## config.mk

```make
export PLATFORM = sky130hd
export DESIGN_NAME = implication_sequencer
export DESIGN_NICKNAME = d
export VERILOG_FILES = /design/src/rtl/implication_sequencer.sv
export SDC_FILE = /design/constraint.sdc
export NUM_CORES = 1
export LEC_CHECK = 0
export CAP_MARGIN = 20
export CORE_AREA = 2 2 81 83
export DETAILED_ROUTE_END_ITERATION = 10
export DIE_AREA = 0 0 83 85
export GPL_TIMING_DRIVEN = 0
export HOLD_SLACK_MARGIN = 0.12
export PLACE_DENSITY_LB_ADDON = 0.05
export SETUP_SLACK_MARGIN = 0.05
export SLEW_MARGIN = 20
export SYNTH_ARGS = -nofsm -noshare
export SYNTH_HDL_FRONTEND = slang
export SYNTH_SLANG_ARGS = --single-unit
```

## constraint.sdc

```tcl
create_clock -name CLK -period 5 [get_ports CLK]
set_clock_uncertainty 0.1 [all_clocks]
set_input_delay 1 -clock CLK [delete_from_list [all_inputs] [get_ports CLK]]
set_output_delay 1 -clock CLK [all_outputs]
set_load 0.005 [all_outputs]
```

## src/rtl/implication_sequencer.sv

```systemverilog
`default_nettype none
// implication_sequencer: req/ack burst sequencer with per-transaction retry, abort,
// saturating error counter and sticky violation flag.  Rev 1.0
module implication_sequencer #(
  parameter int CNT_W     = 8,
  parameter int ERR_W     = 8,
  parameter int MAX_RETRY = 3,
  localparam int RTY_W    = (MAX_RETRY < 1) ? 1 : $clog2(MAX_RETRY + 1)
) (
  input  logic             CLK,
  input  logic             RESET,
  input  logic             start,
  input  logic [CNT_W-1:0] num_txn,
  input  logic             ack,
  input  logic             abort,
  output logic             req,
  output logic             busy,
  output logic             done,
  output logic             fail,
  output logic [CNT_W-1:0] txn_idx,
  output logic [RTY_W-1:0] retry_cnt,
  output logic [ERR_W-1:0] err_count,
  output logic             viol
);

  localparam logic [1:0] S_IDLE  = 2'd0;
  localparam logic [1:0] S_REQ   = 2'd1;
  localparam logic [1:0] S_CHECK = 2'd2;

  localparam logic [RTY_W-1:0] c_max_retry = RTY_W'(MAX_RETRY);
  localparam logic [ERR_W-1:0] c_err_max   = {ERR_W{1'b1}};

  logic [1:0]       r_state;
  logic [CNT_W-1:0] r_count;
  logic [CNT_W-1:0] r_txn_idx;
  logic [RTY_W-1:0] r_retry;
  logic [ERR_W-1:0] r_err;
  logic             r_done;
  logic             r_fail;
  logic             r_viol;

  logic             w_unexp_ack;
  logic             w_miss;
  logic             w_err_inc;
  logic [CNT_W-1:0] w_idx_next;

  // An ack outside CHECK is a protocol error; a miss only counts when no abort overrides it.
  assign w_unexp_ack = ack && ((r_state == S_IDLE) || (r_state == S_REQ));
  assign w_miss      = (r_state == S_CHECK) && !abort && !ack;
  assign w_err_inc   = w_unexp_ack || w_miss;
  assign w_idx_next  = r_txn_idx + 1'b1;

  always_ff @(posedge CLK) begin
    if (!RESET) begin
      r_state   <= S_IDLE;
      r_count   <= '0;
      r_txn_idx <= '0;
      r_retry   <= '0;
      r_err     <= '0;
      r_done    <= 1'b0;
      r_fail    <= 1'b0;
      r_viol    <= 1'b0;
    end else begin
      r_done <= 1'b0;
      r_fail <= 1'b0;
      case (r_state)
        S_IDLE: begin
          if (start) begin
            if (num_txn != '0) begin
              r_count   <= num_txn;
              r_txn_idx <= '0;
              r_retry   <= '0;
              r_state   <= S_REQ;
            end else begin
              r_done <= 1'b1;
            end
          end
        end
        S_REQ: begin
          if (abort) begin
            r_state <= S_IDLE;
            r_fail  <= 1'b1;
          end else begin
            r_state <= S_CHECK;
          end
        end
        S_CHECK: begin
          if (abort) begin
            r_state <= S_IDLE;
            r_fail  <= 1'b1;
          end else if (ack) begin
            r_txn_idx <= w_idx_next;
            r_retry   <= '0;
            if (w_idx_next == r_count) begin
              r_state <= S_IDLE;
              r_done  <= 1'b1;
            end else begin
              r_state <= S_REQ;
            end
          end else if (r_retry < c_max_retry) begin
            r_retry <= r_retry + 1'b1;
            r_state <= S_REQ;
          end else begin
            r_state <= S_IDLE;
            r_fail  <= 1'b1;
          end
        end
        default: r_state <= S_IDLE;
      endcase
      if (w_err_inc && (r_err != c_err_max)) begin
        r_err <= r_err + 1'b1;
      end
      if (w_unexp_ack) begin
        r_viol <= 1'b1;
      end
    end
  end

  assign req       = (r_state == S_REQ);
  assign busy      = (r_state != S_IDLE);
  assign done      = r_done;
  assign fail      = r_fail;
  assign txn_idx   = r_txn_idx;
  assign retry_cnt = r_retry;
  assign err_count = r_err;
  assign viol      = r_viol;

endmodule
`default_nettype wire

```

==> metrics.cfg, run 1 <==
[sta]
worst_slew_pin_slew_ns = 0.576
rsz0062_at_grt = no
hold_violations = 0
setup_viol = 0
slew_headroom = 0.616
timing.final.crit_share = 0.561
timing.final.max_slew_violations = 0
fin_tns_setup_ns = 0
fmax_ghz = 0.356
fin_crit_ns = 2.81

[cts]
cts_resized = 0
postCtsSetupBuffers = 0
clk_pin_slew_ns = 0.07
cts_buffers = 5
ctsHtreeMaxLevel = 2
cts_buffer_depth = 2
cts_sinks = 31
clockRootBuffer = clkbuf_8
cts_tree = built
hold_buffers = 0
clk_latency_ns = 0.28

[power]
p_clk_frac = 0.353
pwr-share-comb = 0.159
switching_power_w = 0.000143
power_frac_seq = 0.488
p_per_area_nw_per_um2 = 234
sw_frac_of_total = 0.265
p_leak_nw = 0.825
ir_drop_v = 0.0000840
p_int_w = 0.000399

[grt]
grt_usage = 0.127
grt_pass1_vias = 1430
grt_max_degree = 11
grt_pass1_wl_um = 7170
antenna_found_initial = 0
overflow = 0

[yosys]
synthCells = 193
ys_warn_count = 0
synth.most_common_cell = dfxtp_1
synth_cell_types = 45
syn_nets = 213
synth-seq-area-share = 0.348
synth_top_area_cell = dfxtp_1
async_flop_share = 0
synth_top_area_share = 0.348
netlist_area_um2 = 1790
ys_ff_latch = 31
syn_avg_cell_area_um2 = 9.25
synth_area_leaders = dfxtp_1 (35%), mux2i_1 (5.6%), xnor2_1 (5.4%)
synthTopCellsByCount = dfxtp_1 (31), nor2b_1 (15), nand2_1 (12)
synth_edf_count = 0
synth_ff_type = dfxtp_1

[setup_path]
setup.worst_path.start_class = primary input
critPathLaunch = ack
criticalPathCategory = primary input to register
arrival_ns = 2.89
crit_required_ns = 5.08
r2r-start = txn_idx[0]$_SDFFE_PN0P_
end_kind = register
cp_max_fo = 7
reg2reg_slack_ns = 2.77
setup.worst_path.end = err_count[5]$_SDFFE_PN0P_
worstRegToRegCells = 7
r2r-end = done$_SDFF_PN0_

[cells_and_area]
antennaDiodeCount = 0
nFillCells = 657
final_util = 0.373
nets = 255
syn_to_final_growth_pct = 29.6
final_cells = 313
drive_gt1_frac = 0.102

[floorplan]
die_h_um = 85
dieArea_um2 = 7060
ios = 36
coreArea_um2 = 6200
die_w_um = 83
start_util = 0.288
rows = 29

[routing]
ant_nets = 0
wl_um = 4280
dr.pass1.iters = 4
drtIter0Drc = 61
vias_per_cell = 4.73
dr_total_vias = 1481
drcViolationCount = 0
wire_per_inst_um = 13.7

[job]
max-cap-violations = 0

[placed_design]
globalplace.congestion = 0.701
place_inst = 305
port_buffers = 35
hpwl_um = 3230

[outcome]
outcome = completed

[worst_hold_path]
hold_path_class = register to register

## final cells by class
class / count / area (µm²) / area share
multi-input cells: 151 / 1120 / 0.485
flip-flops and latches: 31 / 621 / 0.268
repair buffers: 35 / 350 / 0.151
well taps: 77 / 96.3 / 0.0416
clock buffers: 7 / 76.3 / 0.0330
plain buffers: 6 / 25.0 / 0.0108
inverters: 5 / 18.8 / 0.00811
clock inverters: 1 / 5.00 / 0.00216
## power groups by stage
stage,Clock (W),Combinational [W],Sequential [W]
global route,0.000212,0.0000955,0.000265
detailed placement,0,0.0000870,0.000270
CTS,0.000201,0.0000874,0.000264
floorplan,0,0.0000534,0.000268
global placement,0,0.0000877,0.000270
finish,0.000191,0.0000864,0.000264
## registers in the layout, indices dropped and copies added, names as in the netlist
name,cells
r_state,2
retry_cnt,2
done,1
txn_idx,8
err_count,8
viol,1
fail,1
r_count,8
## through the flow
step / total power (W) / hold WS, ns / cell area (µm²) / setup WS [ns]
floorplan: 0.000321 / 0.364 / 1790 / 2.58
global placement: 0.000358 / 0.354 / 2230 / 1.89
detailed placement: 0.000357 / 0.361 / 2230 / 1.89
CTS: 0.000553 / 0.378 / 2310 / 2.19
global route: 0.000573 / 0.406 / 2310 / 2.04
finish: 0.000542 / 0.371 / 2310 / 2.19
## cells in the final DEF (no fill, tap or decap), types with 2 or more instances in the layout
cell type / n
or4_4: 2
nor2_1: 4
and3_1: 3
ha_1: 7
and2_1: 6
dfxtp_1: 31
o21ai_0: 5
nand2_2: 2
nor3_1: 6
nor3b_1: 5
inv_1: 5
a21boi_0: 2
nand4_1: 5
nand3_1: 10
xor2_1: 7
o21a_1: 8
clkdlybuf4s50_1: 35
a21boi_1: 6
clkbuf_8: 5
mux2i_1: 10
xnor2_1: 11
clkbuf_1: 5
nand2b_1: 3
buf_2: 2
a21oi_1: 3
nand2_1: 12
nor2b_1: 15
## critical path, stage by stage
cell	delay [ns]
clkdlybuf4s50_1	0.58
nor3b_1	0.37
o22a_1	0.30
and4_4	0.27
nand3_1	0.09
xnor2_1	0.13
and2_1	0.15
## metal layers
layer  global-route usage  wire length (µm)  up-vias
met1                0.174              2180      687
li1                     -                 -      762
met2                0.196              1900       26
met4               0.0402                53        0
met5                    0                 0        -
met3               0.0321               146        6
## worst min-delay path by stage
stage                           start           endpoint  slack (ns)  cells past startpoint
floorplan           viol$_SDFFE_PN0P_  viol$_SDFFE_PN0P_        0.36                      1
global placement    viol$_SDFFE_PN0P_  viol$_SDFFE_PN0P_        0.35                      1
detailed placement  viol$_SDFFE_PN0P_  viol$_SDFFE_PN0P_        0.36                      1
CTS                 viol$_SDFFE_PN0P_  viol$_SDFFE_PN0P_        0.38                      1
global route        viol$_SDFFE_PN0P_  viol$_SDFFE_PN0P_        0.41                      1
finish              viol$_SDFFE_PN0P_  viol$_SDFFE_PN0P_        0.37                      1
## kinds of logic after synthesis
group	Yosys count	synth area share
adder cells (fa/ha/maj)	7	0.0491
XOR/XNOR	18	0.0883
buffers and inverters	11	0.0245
flip-flops	31	0.348
AND/OR/NAND/NOR	83	0.285
AO/OA/AOI/OAI	33	0.150
multiplexers	10	0.0561
Power figures use the tool's default switching activity.
==> run 2, diff against run 1 <==
==> constraint.sdc (replaced) <==
create_clock -name CLK -period 2.6 [get_ports CLK]
set_clock_uncertainty 0.1 [all_clocks]
set_input_delay 0.52 -clock CLK [delete_from_list [all_inputs] [get_ports CLK]]
set_output_delay 0.52 -clock CLK [all_outputs]
set_load 0.005 [all_outputs]
==> results of run 2 <==
Same layout as run 1 (identical final DEF). Status: completed.
Main changes from that run: setup slack after placement 1.89 ns -> -0.0277 ns; setup slack after layout 2.19 ns -> 0.274 ns; register-to-register setup slack 2.77 ns -> 0.37 ns; total power 0.000542 W -> 0.00104 W; worst IR drop on VDD 0.0000840 V -> 0.000161 V
==> run 3, diff against run 2 <==
--- a/config.mk
+++ b/config.mk
@@ -5,6 +5,7 @@
 export SDC_FILE = /design/constraint.sdc
 export NUM_CORES = 1
 export LEC_CHECK = 0
+export ABC_AREA = 1
 export CAP_MARGIN = 20
 export CORE_AREA = 2 2 81 83
 export DETAILED_ROUTE_END_ITERATION = 10
==> run 3 against run 2 <==
Against the previous run:
- count of clock-buffer cells in the layout is the same
- non-clock buffer count down 1
- clock power grew 6.8%
- largest power group unchanged
==> metrics.cfg, run 3 <==
[yosys]
synth_top_area_share = 0.344  ; was 0.348
synthCells = 265  ; was 193
synth_edf_count = 0  ; unchanged
async_flop_share = 0  ; unchanged
netlist_area_um2 = 1800  ; was 1790 µm²
ys_ff_latch = 31  ; unchanged
synth_area_leaders = dfxtp_1 (34%), nand2_1 (11%), inv_1 (7.1%)  ; was dfxtp_1 (35%), mux2i_1 (5.6%), xnor2_1 (5.4%)
synth_top_area_cell = dfxtp_1  ; unchanged
ys_warn_count = 0  ; unchanged
synth.most_common_cell = nand2_1  ; was dfxtp_1
synth-seq-area-share = 0.344  ; was 0.348
syn_avg_cell_area_um2 = 6.81  ; was 9.25 µm²
synthTopCellsByCount = nand2_1 (54), inv_1 (34), dfxtp_1 (31)  ; was dfxtp_1 (31), nor2b_1 (15), nand2_1 (12)
syn_nets = 285  ; was 213
synth_cell_types = 27  ; was 45
synth_ff_type = dfxtp_1  ; unchanged

[sta]
fmax_ghz = 0.429  ; was 0.430 GHz
setup_viol = 0  ; unchanged
timing.final.max_slew_violations = 0  ; unchanged
fin_tns_setup_ns = 0  ; unchanged
rsz0062_at_grt = no  ; unchanged
worst_slew_pin_slew_ns = 0.328  ; was 0.576 ns
fin_crit_ns = 2.33  ; about the same
slew_headroom = 0.779  ; was 0.616
hold_violations = 0  ; unchanged
timing.final.crit_share = 0.897  ; was 0.895

[setup_path]
crit_family = buffers and inverters  ; was simple AND/OR/NAND/NOR gates
end_kind = output port  ; was register
slowest_stage = clkdlybuf4s50_1  ; unchanged
crit_buf_inv = 3  ; was 1
setup.worst_path.start_class = register  ; was primary input
arrival_ns = 1.71  ; was 2.41 ns
path_cells = inv_1, ha_1, inv_1, clkdlybuf4s50_1  ; was clkdlybuf4s50_1, nor3b_1, o22a_1, and4_4, nand3_1, xnor2_1, and2_1
cpMostUsedCell = inv_1
criticalPathCategory = register to output port  ; was primary input to register
cpPeakStageDelay_ns = 0.52  ; was 0.58 ns
cp_max_fo = 7  ; unchanged
crit_required_ns = 1.98  ; was 2.68 ns

[cells_and_area]
drive_gt1_frac = 0.0877  ; was 0.102
multi_input_area_um2 = 1010  ; was 1120 µm²
regArea_um2 = 621  ; unchanged
layout_common_cells = nand2_1 (54), clkdlybuf4s50_1 (35), inv_1 (34)  ; was clkdlybuf4s50_1 (35), dfxtp_1 (31), nor2b_1 (15)
nFillCells = 685  ; was 657
syn_to_final_growth_pct = 29.3  ; was 29.6%
antennaDiodeCount = 0  ; unchanged
final_common_cell = nand2_1  ; was clkdlybuf4s50_1
final_util = 0.376  ; was 0.373
nets = 327  ; was 255

[cts]
cts_resized = 0  ; unchanged
clockRootBuffer = clkbuf_8  ; unchanged
clk_pin_slew_ns = 0.07  ; about the same
postCtsSetupBuffers = 0  ; unchanged
hold_buffers = 0  ; unchanged
cts_buffer_depth = 2  ; unchanged
ctsHtreeMaxLevel = 2  ; unchanged
cts_buffers = 5  ; unchanged
cts_tree = built  ; unchanged
cts_sinks = 31  ; unchanged
clk_latency_ns = 0.29  ; was 0.28 ns

[placed_design]
hpwl_um = 3900  ; was 3230 µm
port_buffers = 35  ; unchanged
globalplace.congestion = 0.770  ; was 0.701

[power]
p_total_w = 0.00133  ; was 0.00104 W
ir_drop_v = 0.000252  ; was 0.000161 V
p_per_area_nw_per_um2 = 571  ; was 450 nW/µm²
p_leak_nw = 0.918  ; was 0.825 nW

[grt]
overflow = 0  ; unchanged
antenna_found_initial = 0  ; unchanged
grt_usage = 0.153  ; was 0.127
grt_pass1_wl_um = 8580  ; was 7170 µm
grt_pass1_vias = 1744  ; was 1,430
grt_max_degree = 11  ; unchanged

[floorplan]
coreArea_um2 = 6200  ; unchanged
ios = 36  ; unchanged
die_w_um = 83  ; unchanged
rows = 29  ; unchanged
start_util = 0.291  ; was 0.288
die_h_um = 85  ; unchanged
dieArea_um2 = 7060  ; unchanged

[routing]
wire_per_inst_um = 13.7  ; about the same
dr_total_vias = 1851  ; was 1,481
dr.pass1.iters = 4  ; unchanged
drtIter0Drc = 89  ; was 61
vias_per_cell = 4.81  ; was 4.73
ant_nets = 0  ; unchanged
wl_um = 5260  ; was 4280 µm
drcViolationCount = 0  ; unchanged

[outcome]
outcome = completed  ; unchanged

[job]
max-cap-violations = 0  ; unchanged

[worst_hold_path]
hold_path_class = register to register  ; unchanged

run 3: cell count changes after synthesis, moves of 6 or more:
| cell | delta |
|---|---|
| xor2_1 | -6 |
| inv_1 | +29 |
| o21ai_0 | +14 |
| nand2_1 | +42 |
| and2_1 | -6 |
| nor2b_1 | -15 |
| o21a_1 | -8 |
| nor2_1 | +21 |
| mux2i_1 | -10 |
| xnor2_1 | -10 |
| a21oi_1 | +20 |
| a21boi_1 | -6 |
| nand3_1 | +15 |
run 3: cell families after synthesis:
group	count (synthesis)	synth area share
flops	31	0.344
compound gates	52	0.157
simple gates	132	0.346
xor+xnor	2	0.00971
buf+inv	41	0.0950
fa+ha+maj	7	0.0485
run 3: report_power, final:
group          internal [W]  switching, W  leakage (nW)
sequential         0.000519     0.0000476         0.254
combinational      0.000165      0.000208         0.621
clock              0.000188      0.000204        0.0422
total              0.000872      0.000460         0.918
run 3: through the flow:
stage               hold slack (ns)  worst slack, ns  cell area [µm²]  std cells
floorplan                     0.343            0.925             1800        265
global placement              0.343            0.199             2250        377
detailed placement            0.352            0.223             2250        377
CTS                           0.365            0.265             2330        385
global route                  0.381            0.165             2330        385
finish                        0.362            0.267             2330        385
run 3: layout make-up:
| cell class | instances | share of cell area |
|---|---|---|
| Buffer | 5 | 0.0156 |
| Tap cell | 77 | 0.0413 |
| Multi-Input combinational cell | 193 | 0.434 |
| Sequential cell | 31 | 0.266 |
| Clock buffer | 7 | 0.0327 |
| Inverter | 36 | 0.0579 |
| Timing Repair Buffer | 35 | 0.150 |
| Clock inverter | 1 | 0.00215 |
run 3: routing by layer:
metal	GRT usage	routed length (µm)	part of all wire	up-vias
li1	-	-	-	955
met1	0.217	2700	0.51	854
met2	0.230	2290	0.44	36
met3	0.0340	199	0.038	6
met4	0.0537	68	0.013	0
met5	0	0	0	-
run 3: worst reg2reg max path, cell delays in order, from the launching register on:
cell,delay (ns)
dfxtp_1,0.34
inv_1,0.09
ha_1,0.20
inv_1,0.13
nor2_1,0.20
inv_1,0.12
o21ai_2,0.15
nand2_2,0.15
nor2_4,0.14
inv_1,0.05
nor3_1,0.20
nor3_2,0.05
run 3: path summary, 6_finish.rpt:
check / from / slack [ns] / cells after the start / endpoint
setup / recovery: r_state[0]$_SDFFE_PN0P_ / 0.27 / 4 / busy
hold / removal: viol$_SDFFE_PN0P_ / 0.36 / 2 / viol$_SDFFE_PN0P_
setup reg to reg: r_state[0]$_SDFFE_PN0P_ / 0.58 / 11 / err_count[5]$_SDFFE_PN0P_
hold reg to reg: viol$_SDFFE_PN0P_ / 0.36 / 2 / viol$_SDFFE_PN0P_
